==> config.mk <==
export PLATFORM = sky130hd
export DESIGN_NAME = sap_sequencer
export DESIGN_NICKNAME = d
export VERILOG_FILES = /design/src/rtl/sap_sequencer.sv
export SDC_FILE = /design/constraint.sdc
export NUM_CORES = 1
export LEC_CHECK = 0
export CORE_MARGIN = 1.5
export CORE_UTILIZATION = 41
export CTS_BUF_LIST = sky130_fd_sc_hd__clkbuf_16
export DETAILED_ROUTE_END_ITERATION = 16
export HOLD_SLACK_MARGIN = 0.03
export PLACE_DENSITY = 0.84
export SYNTH_ARGS = -nofsm -noshare
export SYNTH_HDL_FRONTEND = slang
export SYNTH_SLANG_ARGS = --single-unit
==> constraint.sdc <==
create_clock -name clk -period 4.65 [get_ports clk]
set_input_delay 0.6975 -clock clk [delete_from_list [all_inputs] [get_ports clk]]
set_output_delay 0.6975 -clock clk [all_outputs]
set_load 0.1 [all_outputs]
==> src/rtl/sap_sequencer.sv <==
// sap_sequencer: microcode sequencer for the 8-bit accumulator CPU.
// Steps T-states T0..T5 and decodes opcode/flags into a 16-bit control word.
//
// Ports:
//   clk        system clock, rising edge
//   rst        synchronous active-high reset
//   run        1 = free-run (one T-state per clock), 0 = single-step
//   step       single-step request; each 0->1 edge while run=0 advances once
//   opcode     IR[7:4], valid from T3 onward
//   flag_c     carry flag
//   flag_z     zero flag
//   out        control word {hlt, pc_inc, pc_en, pc_load, mar_load, mem_en,
//              mem_we, ir_load, ir_en, a_load, a_en, b_load, adder_sub,
//              adder_en, flags_load, out_load}
//   stage      current T-state 0..5
//   halted     1 while in HALT
//   instr_done 1-cycle pulse while executing an instruction's final T-state
module sap_sequencer #(
    parameter int unsigned EARLY_END = 1
) (
    input  logic        clk,
    input  logic        rst,
    input  logic        run,
    input  logic        step,
    input  logic [3:0]  opcode,
    input  logic        flag_c,
    input  logic        flag_z,
    output logic [15:0] out,
    output logic [2:0]  stage,
    output logic        halted,
    output logic        instr_done
);

    typedef enum logic [2:0] {
        T0 = 3'd0,
        T1 = 3'd1,
        T2 = 3'd2,
        T3 = 3'd3,
        T4 = 3'd4,
        T5 = 3'd5
    } tstate_t;

    typedef enum logic [3:0] {
        OP_LDA = 4'd0,
        OP_ADD = 4'd1,
        OP_SUB = 4'd2,
        OP_STA = 4'd3,
        OP_LDI = 4'd4,
        OP_JMP = 4'd5,
        OP_JC  = 4'd6,
        OP_JZ  = 4'd7,
        OP_OUT = 4'd14,
        OP_HLT = 4'd15
    } op_t;

    localparam logic [15:0] CW_HLT        = 16'h8000;
    localparam logic [15:0] CW_PC_INC     = 16'h4000;
    localparam logic [15:0] CW_PC_EN      = 16'h2000;
    localparam logic [15:0] CW_PC_LOAD    = 16'h1000;
    localparam logic [15:0] CW_MAR_LOAD   = 16'h0800;
    localparam logic [15:0] CW_MEM_EN     = 16'h0400;
    localparam logic [15:0] CW_MEM_WE     = 16'h0200;
    localparam logic [15:0] CW_IR_LOAD    = 16'h0100;
    localparam logic [15:0] CW_IR_EN      = 16'h0080;
    localparam logic [15:0] CW_A_LOAD     = 16'h0040;
    localparam logic [15:0] CW_A_EN       = 16'h0020;
    localparam logic [15:0] CW_B_LOAD     = 16'h0010;
    localparam logic [15:0] CW_ADDER_SUB  = 16'h0008;
    localparam logic [15:0] CW_ADDER_EN   = 16'h0004;
    localparam logic [15:0] CW_FLAGS_LOAD = 16'h0002;
    localparam logic [15:0] CW_OUT_LOAD   = 16'h0001;

    tstate_t     state;
    logic        halt_q;
    logic        step_q;
    logic        adv;
    logic        is_hlt;
    logic        last_early;
    logic        last;
    logic [15:0] word;

    assign stage  = state;
    assign halted = halt_q;
    assign adv    = !halt_q & (run | (step & !step_q));
    assign is_hlt = (state == T3) && (opcode == OP_HLT);

    // Microcode table; last_early marks the final useful T-state of each opcode.
    always_comb begin
        word       = '0;
        last_early = 1'b0;
        case (state)
            T0: word = CW_PC_EN | CW_MAR_LOAD;
            T1: word = CW_PC_INC;
            T2: word = CW_MEM_EN | CW_IR_LOAD;
            T3: begin
                case (opcode)
                    OP_LDA, OP_ADD, OP_SUB, OP_STA:
                        word = CW_IR_EN | CW_MAR_LOAD;
                    OP_LDI: begin
                        word       = CW_IR_EN | CW_A_LOAD;
                        last_early = 1'b1;
                    end
                    OP_JMP: begin
                        word       = CW_IR_EN | CW_PC_LOAD;
                        last_early = 1'b1;
                    end
                    OP_JC: begin
                        if (flag_c)
                            word = CW_IR_EN | CW_PC_LOAD;
                        last_early = 1'b1;
                    end
                    OP_JZ: begin
                        if (flag_z)
                            word = CW_IR_EN | CW_PC_LOAD;
                        last_early = 1'b1;
                    end
                    OP_OUT: begin
                        word       = CW_A_EN | CW_OUT_LOAD;
                        last_early = 1'b1;
                    end
                    OP_HLT: begin
                        word       = CW_HLT;
                        last_early = 1'b1;
                    end
                    default: last_early = 1'b1;
                endcase
            end
            T4: begin
                case (opcode)
                    OP_LDA: begin
                        word       = CW_MEM_EN | CW_A_LOAD;
                        last_early = 1'b1;
                    end
                    OP_ADD, OP_SUB:
                        word = CW_MEM_EN | CW_B_LOAD;
                    OP_STA: begin
                        word       = CW_A_EN | CW_MEM_WE;
                        last_early = 1'b1;
                    end
                    default: last_early = 1'b1;
                endcase
            end
            T5: begin
                case (opcode)
                    OP_ADD: word = CW_ADDER_EN | CW_A_LOAD | CW_FLAGS_LOAD;
                    OP_SUB: word = CW_ADDER_SUB | CW_ADDER_EN | CW_A_LOAD | CW_FLAGS_LOAD;
                    default: word = '0;
                endcase
                last_early = 1'b1;
            end
            default: last_early = 1'b1;
        endcase
    end

    // Without early end every instruction runs to T5, except HLT which
    // still terminates (and freezes) at T3.
    assign last = (EARLY_END != 0) ? last_early : ((state == T5) || is_hlt);

    always_comb begin
        out        = '0;
        instr_done = 1'b0;
        if (!rst) begin
            if (halt_q) begin
                out = CW_HLT;
            end else if (adv) begin
                out        = word;
                instr_done = last;
            end
        end
    end

    always_ff @(posedge clk) begin
        if (rst) begin
            state  <= T0;
            halt_q <= 1'b0;
            step_q <= 1'b0;
        end else begin
            step_q <= step;
            if (adv) begin
                if (is_hlt)
                    halt_q <= 1'b1;
                else if (last)
                    state <= T0;
                else
                    state <= tstate_t'(state + 3'd1);
            end
        end
    end

endmodule

# Word-level counts from Yosys, hierarchy flattened
# Cells that the tools add are included.
# totals
elab_cells	48
register_bits	5
# classes
n_eq_ne	14
n_mux	16
reduce_logical	10
bitwise	4
addsub	1
# op_table
operator	count
16-bit one-hot mux with 7 select lines	1
16-bit one-hot mux with 6 select lines	1
16-bit two-way mux	3
11-bit one-hot mux with 3 select lines	1
13-bit two-way mux	2
4-bit by 3-bit equality test with 1-bit output (second input constant)	4
7-bit one-hot mux with 2 select lines	1
4-bit by 2-bit equality test with 1-bit output (second input constant)	2
4-bit equality test (second input constant)	2
3-bit by 2-bit equality test with 1-bit output (second input constant)	2
3-bit equality test (second input constant)	2
1-bit two-way mux	5
4-bit by 1-bit equality test with 1-bit output (second input constant)	1
4-bit zero test	1
2-bit AND reduction	2
4-bit OR reduction	1
3-bit by 1-bit adder with 3-bit output (second input constant)	1
3-bit by 1-bit equality test with 1-bit output (second input constant)	1
3-bit zero test	1
3-bit two-way mux	1
1-bit one-hot mux with 3 select lines	1
3-bit OR reduction	1
1-bit AND	2
1-bit zero test	2
other kinds (4)	4

# Longest topological paths before layout
# Gate-level depths: netlist of the first run.
# logic_depth
ltp_word	7
depth_mapped	7

# Least setup slack after synthesis of the first run
# Ideal clock, no wire load.
# synth_path
path_type	register to output
start	register state[0] (netlist: stage[0])
end	output port out[12]
n_path_buf	0
stages_incl_launch_ff	7
arrival_ps	4775
path_slack_ps	-823
cell_sequence	dfxtp_1 > ha_1 > ha_1 > nor2_1 > nand2_1 > o21ai_1 > nor4_1
# synth_between
elab_chain_len	5
elab_cells_between_ends	10
classes_between	5 x eq/ne; 4 x mux; 1 x reduce/logical
# synth_lines
item	line_no	source
from (decl)	73	tstate_t state;
from (signal assigned)	185	state <= tstate_t'(state + 3'd1);
3-bit equality test (tied with other cells)	91	case (state)
16-bit one-hot mux with 6 select lines (*)	91	
16-bit two-way mux (*)	165	end else if (adv) begin
16-bit two-way mux (*)	163	if (halt_q) begin
16-bit two-way mux (*)	162	if (!rst) begin
to (decl)	28	output logic [15:0] out,
# Every way passes the cells marked *; elsewhere a longest branch is shown, timed or not.

# Worst setup path after layout of the first run
# layout_path
start	input port step
end	output port out[12]
# layout_between
elab_chain_len	6
# layout_lines
item	line_no	source
from (decl)	24	input logic step,
1-bit AND	84	assign adv = !halt_q & (run | (step & !step_q));
1-bit OR	84	
1-bit AND	84	
16-bit two-way mux	165	
16-bit two-way mux	163	
16-bit two-way mux	162	
# Every way passes these cells.

==> out/qor.yml, run 1 <==
timing:
  setup_viol: 0
  layout_min_cycle_time_ns: 3.16
  hold_slack_ns: 0.570
  setup_tns_ns: 0
  max_freq_ghz: 0.316
  layout_worst_path_cycle_share_pct: 68.0
  relSlewSlack_pct: 34.9
  drv_slew: 0
  finClkSkew_ns: 0.000239
  rsz0062_at_grt: "no"
  finalHoldViolCount: 0
  worst_pin_slew_ns: 0.974
finish:
  layout.nets: 127
  final_core_util_pct: 71.5
  mostFrequentLayoutCell: "buf_4"
  area_growth_pct: 59.5
  drive_gt1_share_pct: 27.9
  nFillCells: 124
  final_cell_mix: "buf_4 (17), clkdlybuf4s50_1 (13), nand2_1 (10)"
  n_antenna_cell: 0
  design_area_um2: 942
placed_design:
  hpwl_mm: 1.22
  port_buffers: 30
  dpl_cell_area_um2: 863
  place_congestion: 0.727
power:
  clockPowerShare_pct: 32.2
  leakage_uw: 0.000401
  swShare_pct: 48.7
  power_uw: 435
  p_int_uw: 223
  ir_worst_vdd_mv: 0.425
  p_sw_uw: 212
  power_frac_seq_pct: 13.4
  pwr-share-comb_pct: 54.4
  p_per_area_mw_per_mm2: 462
setup_path:
  path_max_fanout: 5
  crit_path_start_kind: "input port"
  r2r_slack_ns: 3.00
  cp_cell_sequence: "clkdlybuf4s50_1 -> nand2b_4 -> a211oi_2 -> o21ai_1 -> nor4_2 -> buf_4"
  critPathCaptureType: "primary output"
  crit_slowest_cell: "clkdlybuf4s50_1"
  required_ns: 3.95
  cp.arrival_ns: 2.46
  path_class: "in -> out"
  crit_path_max_incr_delay_ns: 0.52
clock_network:
  htreeDepth: 1
  cts_tree: "yes"
  hold_buffers: 0
  cts_resized: 0
  clock_sinks: 5
  cts.clk_slew.worst_paths_ns: 0.03
  clock_latency_ns: 0.23
  cts_made_buffers: 3
  cts_buffer_depth: 2
  post-cts-setup-buffers: 0
  clock-root-buffer: "clkbuf_16"
global_route:
  grt_max_degree: 12
  grt_pass1_wl_mm: 2.46
  grt_pass1_vias: 582
  grt.overflow.total: 0
  grtUsageTotal_pct: 22.8
  antenna_found_initial: 0
route:
  drt_iter0_markers: 12
  first_pass_iters: 4
  final_antenna_net_count: 0
  vias: 674
  drt_wl_total_mm: 1.60
  viasPerCell: 5.35
  routedWlPerCell_um: 12.7
  drc_errors: 0
logic_synthesis:
  synth_cells: 80
  synth_seq_cells: 5
  yosysWarnings: 0
  ys_types: 34
  yosysSeqAreaShare_pct: 16.9
  syn_area_per_cell_um2: 7.38
  netlist_area_um2: 591
  mappedNetlistNets: 95
hold_path:
  hp-class: "reg -> reg"
die:
  ios: 31
  dieArea_mm2: 0.00168
  core_mm2: 0.00132
  row_count: 13
  initial_utilization_pct: 44.8
  die_x_um: 41.0
  die_h_um: 41.0
outcome:
  status: "completed"
flow_run:
  maxCapViolations: 0
## routing by layer
metal | global-route usage (%) | vias to the layer above | routed length, um
met3 | 4.89 | 5 | 127
met1 | 28.1 | 288 | 731
met2 | 36.3 | 29 | 716
li1 | - | 352 | -
met5 | 0 | - | 0
met4 | 12.5 | 0 | 29
## through the flow
stage / std cells / worst slack (ns)
3_3_place_gp: 122 / 1.55
2_1_floorplan: 80 / 0.00376
4_1_cts: 126 / 1.48
5_1_grt: 126 / 1.35
3_5_place_dp: 122 / 1.48
6_report: 126 / 1.49
## power by group through the flow
stage	clock, uW	combinational (uW)	sequential, uW
final	140	237	58.3
after global routing	146	250	59.6
after CTS	141	237	57.9
after detailed placement	0	237	58.1
after global placement	0	234	58.3
after floorplan	0	147	96.1
## sequential cells by signal, indices dropped and copies added (netlist names)
signal  cells
step_q      1
stage       3
halted      1
## cells by family (layout without fill, tap and decap cells)
kind of cell | Yosys count | count (layout) | share of synthesized area [%]
xor gates and xnor gates | 1 | 1 | 2.75
buffers and inverters | 7 | 38 | 5.29
muxes | 1 | 1 | 1.69
and+or+nand+nor | 40 | 40 | 35.8
DFF | 5 | 5 | 16.9
AOI/OAI and AO/OA | 21 | 21 | 26.9
adders and majority gates | 5 | 5 | 10.6
## critical path: cells and delay by family
| family | cells | cell delay (ns) |
|---|---|---|
| buffers and inverters | 2 | 0.84 |
| AO/OA/AOI/OAI | 2 | 0.56 |
| AND/OR/NAND/NOR | 2 | 0.36 |
## synth_stat cells
library cell  count  area, um^2
a211o_1           1        8.76
a211oi_2          1        12.5
a211oi_4          1        20.0
a21o_2            1        8.76
a21oi_1           7        35.0
a21oi_2           1        8.76
a22o_1            2        17.5
a311oi_1          1        8.76
a32o_2            1        11.3
and3_1            2        12.5
and3_2            1        7.51
buf_4             1        7.51
clkbuf_1          1        3.75
clkbuf_2          1        5.00
dfxtp_1           5         100
ha_1              5        62.6
inv_1             4        15.0
mux2i_1           1        10.0
nand2_1          10        37.5
nand2b_1          1        6.26
nand2b_4          1        13.8
nand3_1           2        10.0
nand4_1           3        18.8
nand4b_1          1        8.76
nor2_1            9        33.8
nor2_4            1        11.3
nor2b_1           2        12.5
nor3_1            5        25.0
nor3b_1           1        7.51
nor4_1            1        6.26
o211ai_1          1        7.51
o21ai_0           3        15.0
o21ai_1           1        5.00
xor2_2            1        16.3
## cell type report
cell class              instances  area, um^2  share of cell area, %
inverters                       4        15.0                   1.59
clock buffers                   3        75.1                   7.97
flip-flops and latches          5         100                   10.6
repair buffers                 30         258                   27.4
multi-input cells              68         472                   50.1
clock inverters                 1        3.75                  0.398
well taps                      15        18.8                   1.99
## path summary, 6_finish.rpt
check / from / to / cells past startpoint
hold / removal: stage[1] / stage[1] / 1
setup / recovery: step / out[12] / 6
setup reg to reg: stage[2] / stage[1] / 5
hold reg to reg: stage[1] / stage[1] / 1
No activity file was read; power rests on OpenSTA's default activity.
==> run 2, diff against run 1 <==
--- a/config.mk
+++ b/config.mk
@@ -6,11 +6,11 @@
 export NUM_CORES = 1
 export LEC_CHECK = 0
 export CORE_MARGIN = 1.5
-export CORE_UTILIZATION = 41
+export CORE_UTILIZATION = 34
 export CTS_BUF_LIST = sky130_fd_sc_hd__clkbuf_16
 export DETAILED_ROUTE_END_ITERATION = 16
 export HOLD_SLACK_MARGIN = 0.03
-export PLACE_DENSITY = 0.84
+export PLACE_DENSITY = 0.75
 export SYNTH_ARGS = -nofsm -noshare
 export SYNTH_HDL_FRONTEND = slang
 export SYNTH_SLANG_ARGS = --single-unit
==> constraint.sdc (replaced) <==
create_clock -name clk -period 2.7 [get_ports clk]
set_input_delay 0.405 -clock clk [delete_from_list [all_inputs] [get_ports clk]]
set_output_delay 0.405 -clock clk [all_outputs]
set_load 0.1 [all_outputs]
==> run 2 against run 1 <==
Sequential share of layout area decreased by 2.0 points; largest power group unchanged; count of clock-buffer cells in the layout unchanged; die area up 19%; the flow now finishes with violations (design-rule violations); clock power rose by 74%; utilization up 11 points; combinational power up 110%; routed wire length up 23%; largest cell class unchanged.
==> out/qor.yml, run 2 (same netlist as run 1, synthesis figures left out) <==
timing:
  max_freq_ghz: 0.381
  relSlewSlack_pct: 52.8
  layout_worst_path_cycle_share_pct: 97.2
  finalHoldViolCount: 0
  setup_viol: 0
  drv_slew: 0
  worst_pin_slew_ns: 0.703
  rsz0062_at_grt: "no"
  hold_slack_ns: 0.502
  finClkSkew_ns: 0.000958
  layout_min_cycle_time_ns: 2.62
flow_run:
  maxCapViolations: 0
finish:
  fin_cells: 133
  n_antenna_cell: 0
  mostFrequentLayoutCell: "buf_12"
  nFillCells: 94
  register_area_um2: 111
  largest_register_ffs: 3
  drive_gt1_share_pct: 48.7
  multiInputGateArea_um2: 561
  area_growth_pct: 119
  final_cell_mix: "buf_12 (17), nand2_1 (10), buf_4 (10)"
  layout.nets: 133
clock_network:
  clock_sinks: 5
  cts_made_buffers: 3
  cts_resized: 0
  htreeDepth: 1
  cts_tree: "yes"
  post-cts-setup-buffers: 0
  hold_buffers: 0
  cts_buffer_depth: 2
  clock-root-buffer: "clkbuf_16"
  cts.clk_slew.worst_paths_ns: 0.03
  clock_latency_ns: 0.23
global_route:
  grt_max_degree: 10
  grtUsageTotal_pct: 22.7
  grt.overflow.total: 0
  grt_util_met3_pct: 2.86
  grt_pass1_vias: 783
  use_met2_pct: 41.7
  grt_pass1_wl_mm: 3.31
  antenna_found_initial: 0
  grt_util_met1_pct: 24.4
  top_usage_layer: "met2"
hold_path:
  hold_path.startpoint: "stage[1]"
  whs_endpoint: "stage[1]"
  min_path_cells: 1
  hp-class: "reg -> reg"
outcome:
  status: "finished, violations left"
  violations: "design-rule violations"
placed_design:
  place_congestion: 0.758
  dp_cells: 129
  hpwl_mm: 1.48
  port_buffers: 30
route:
  routedWlPerCell_um: 14.8
  drc_errors: 3
  first_pass_iters: 10
  drt_wl_total_mm: 1.97
  final_antenna_net_count: 0
  vias: 749
  viasPerCell: 5.63
  drt_iter0_markers: 15
power:
  pwr-share-comb_pct: 58.3
  p_sw_uw: 401
  leakage_uw: 0.000519
  ir_worst_vdd_mv: 0.794
  clockPowerShare_pct: 29.0
  power_frac_seq_pct: 12.7
  p_int_uw: 436
  swShare_pct: 47.9
  p_per_area_mw_per_mm2: 648
die:
  dieArea_mm2: 0.00200
  die_x_um: 44.7
  ios: 31
  core_mm2: 0.00156
  initial_utilization_pct: 37.9
  row_count: 14
  die_h_um: 44.7
setup_path:
  cp_cell_sequence: "ha_1 -> ha_1 -> nor2_1 -> nand2_1 -> o21ai_1 -> nor4_4 -> buf_12"
  path_delay_family: "compound AO/OA/AOI/OAI gates"
  critPathBufInv: 1
  path_max_fanout: 6
  r2r-end: "stage[1]"
  r2r_slack_ns: 1.12
  cp.arrival_ns: 2.22
  critPathMostFrequentCell: "ha_1"
  path_class: "reg -> out"
  r2r_cells: 6
  crit_path_max_incr_delay_ns: 0.57
  r2r_start: "stage[0]"
  crit_path_start_kind: "flip-flop"
  crit_slowest_cell: "o21ai_1"
  required_ns: 2.30
  critPathCaptureType: "primary output"
==> run 2: cell types whose count changed in the layout (fill, tap and decap cells not counted), sizes merged <==
cell / previous run / this run
buf: 17 / 27
clkdlybuf4s50: 13 / 9
==> run 2: area by class of cell <==
class / instances / share of cell area (%)
clock inverter: 1 / 0.291
tap: 16 / 1.55
multi-input combinational: 68 / 43.4
clock buffer: 3 / 5.81
inverter: 4 / 1.16
sequential: 5 / 8.62
timing repair buffer: 36 / 39.1
==> run 2: how the worst max path moves through the flow <==
| stage | start | endpoint | slack (ns) | cells past startpoint |
|---|---|---|---|---|
| 2_1_floorplan | stage[0] | out[12] | -0.24 | 6 |
| 3_3_place_gp | step | out[12] | 0.16 | 6 |
| 3_5_place_dp | step | out[12] | 0.13 | 6 |
| 4_1_cts | stage[0] | out[12] | 0.08 | 7 |
| 5_1_grt | stage[0] | out[12] | 0.0005 | 7 |
| 6_report | stage[0] | out[12] | 0.08 | 7 |
==> run 2: power groups by stage <==
| stage | Combinational (uW) | Sequential [uW] | Clock, uW |
|---|---|---|---|
| after detailed placement | 485 | 105 | 0 |
| after global placement | 477 | 104 | 0 |
| after CTS | 488 | 105 | 247 |
| after floorplan | 271 | 171 | 0 |
| final | 488 | 106 | 243 |
| after global routing | 509 | 108 | 251 |
==> run 2: worst register-to-register path, cell delays in order (launching register included) <==
cell      delay [ns]
dfxtp_4         0.36
ha_1            0.20
ha_1            0.19
buf_4           0.16
nor2b_1         0.15
a211oi_4        0.25
a32o_2          0.21
==> run 2: stage by stage <==
| step | power [uW] | utilization (%) | setup TNS [ns] | cell area [um^2] | setup slack [ns] |
|---|---|---|---|---|---|
| 6_report | 837 | 82.8 | 0 | 1290 | 0.0766 |
| 5_1_grt | 869 | 82.8 | 0 | 1290 | 0.000515 |
| 4_1_cts | 840 | 82.8 | 0 | 1290 | 0.0751 |
| 3_5_place_dp | 590 | 77.8 | 0 | 1210 | 0.130 |
| 3_3_place_gp | 581 | 77.8 | 0 | 1210 | 0.157 |
| 2_1_floorplan | 442 | - | -0.238 | 703 | -0.238 |
==> run 2: layer usage <==
layer	wire length (um)	share of wire, %
met5	0	0
met3	94	4.8
met2	1050	53
met4	38	1.9
met1	789	40
==> run 3, diff against run 2 <==
--- a/config.mk
+++ b/config.mk
@@ -5,6 +5,7 @@
 export SDC_FILE = /design/constraint.sdc
 export NUM_CORES = 1
 export LEC_CHECK = 0
+export CAP_MARGIN = 0
 export CORE_MARGIN = 1.5
 export CORE_UTILIZATION = 34
 export CTS_BUF_LIST = sky130_fd_sc_hd__clkbuf_16
==> results of run 3 <==
Final layout, timing and power as in run 2 (identical DEF).
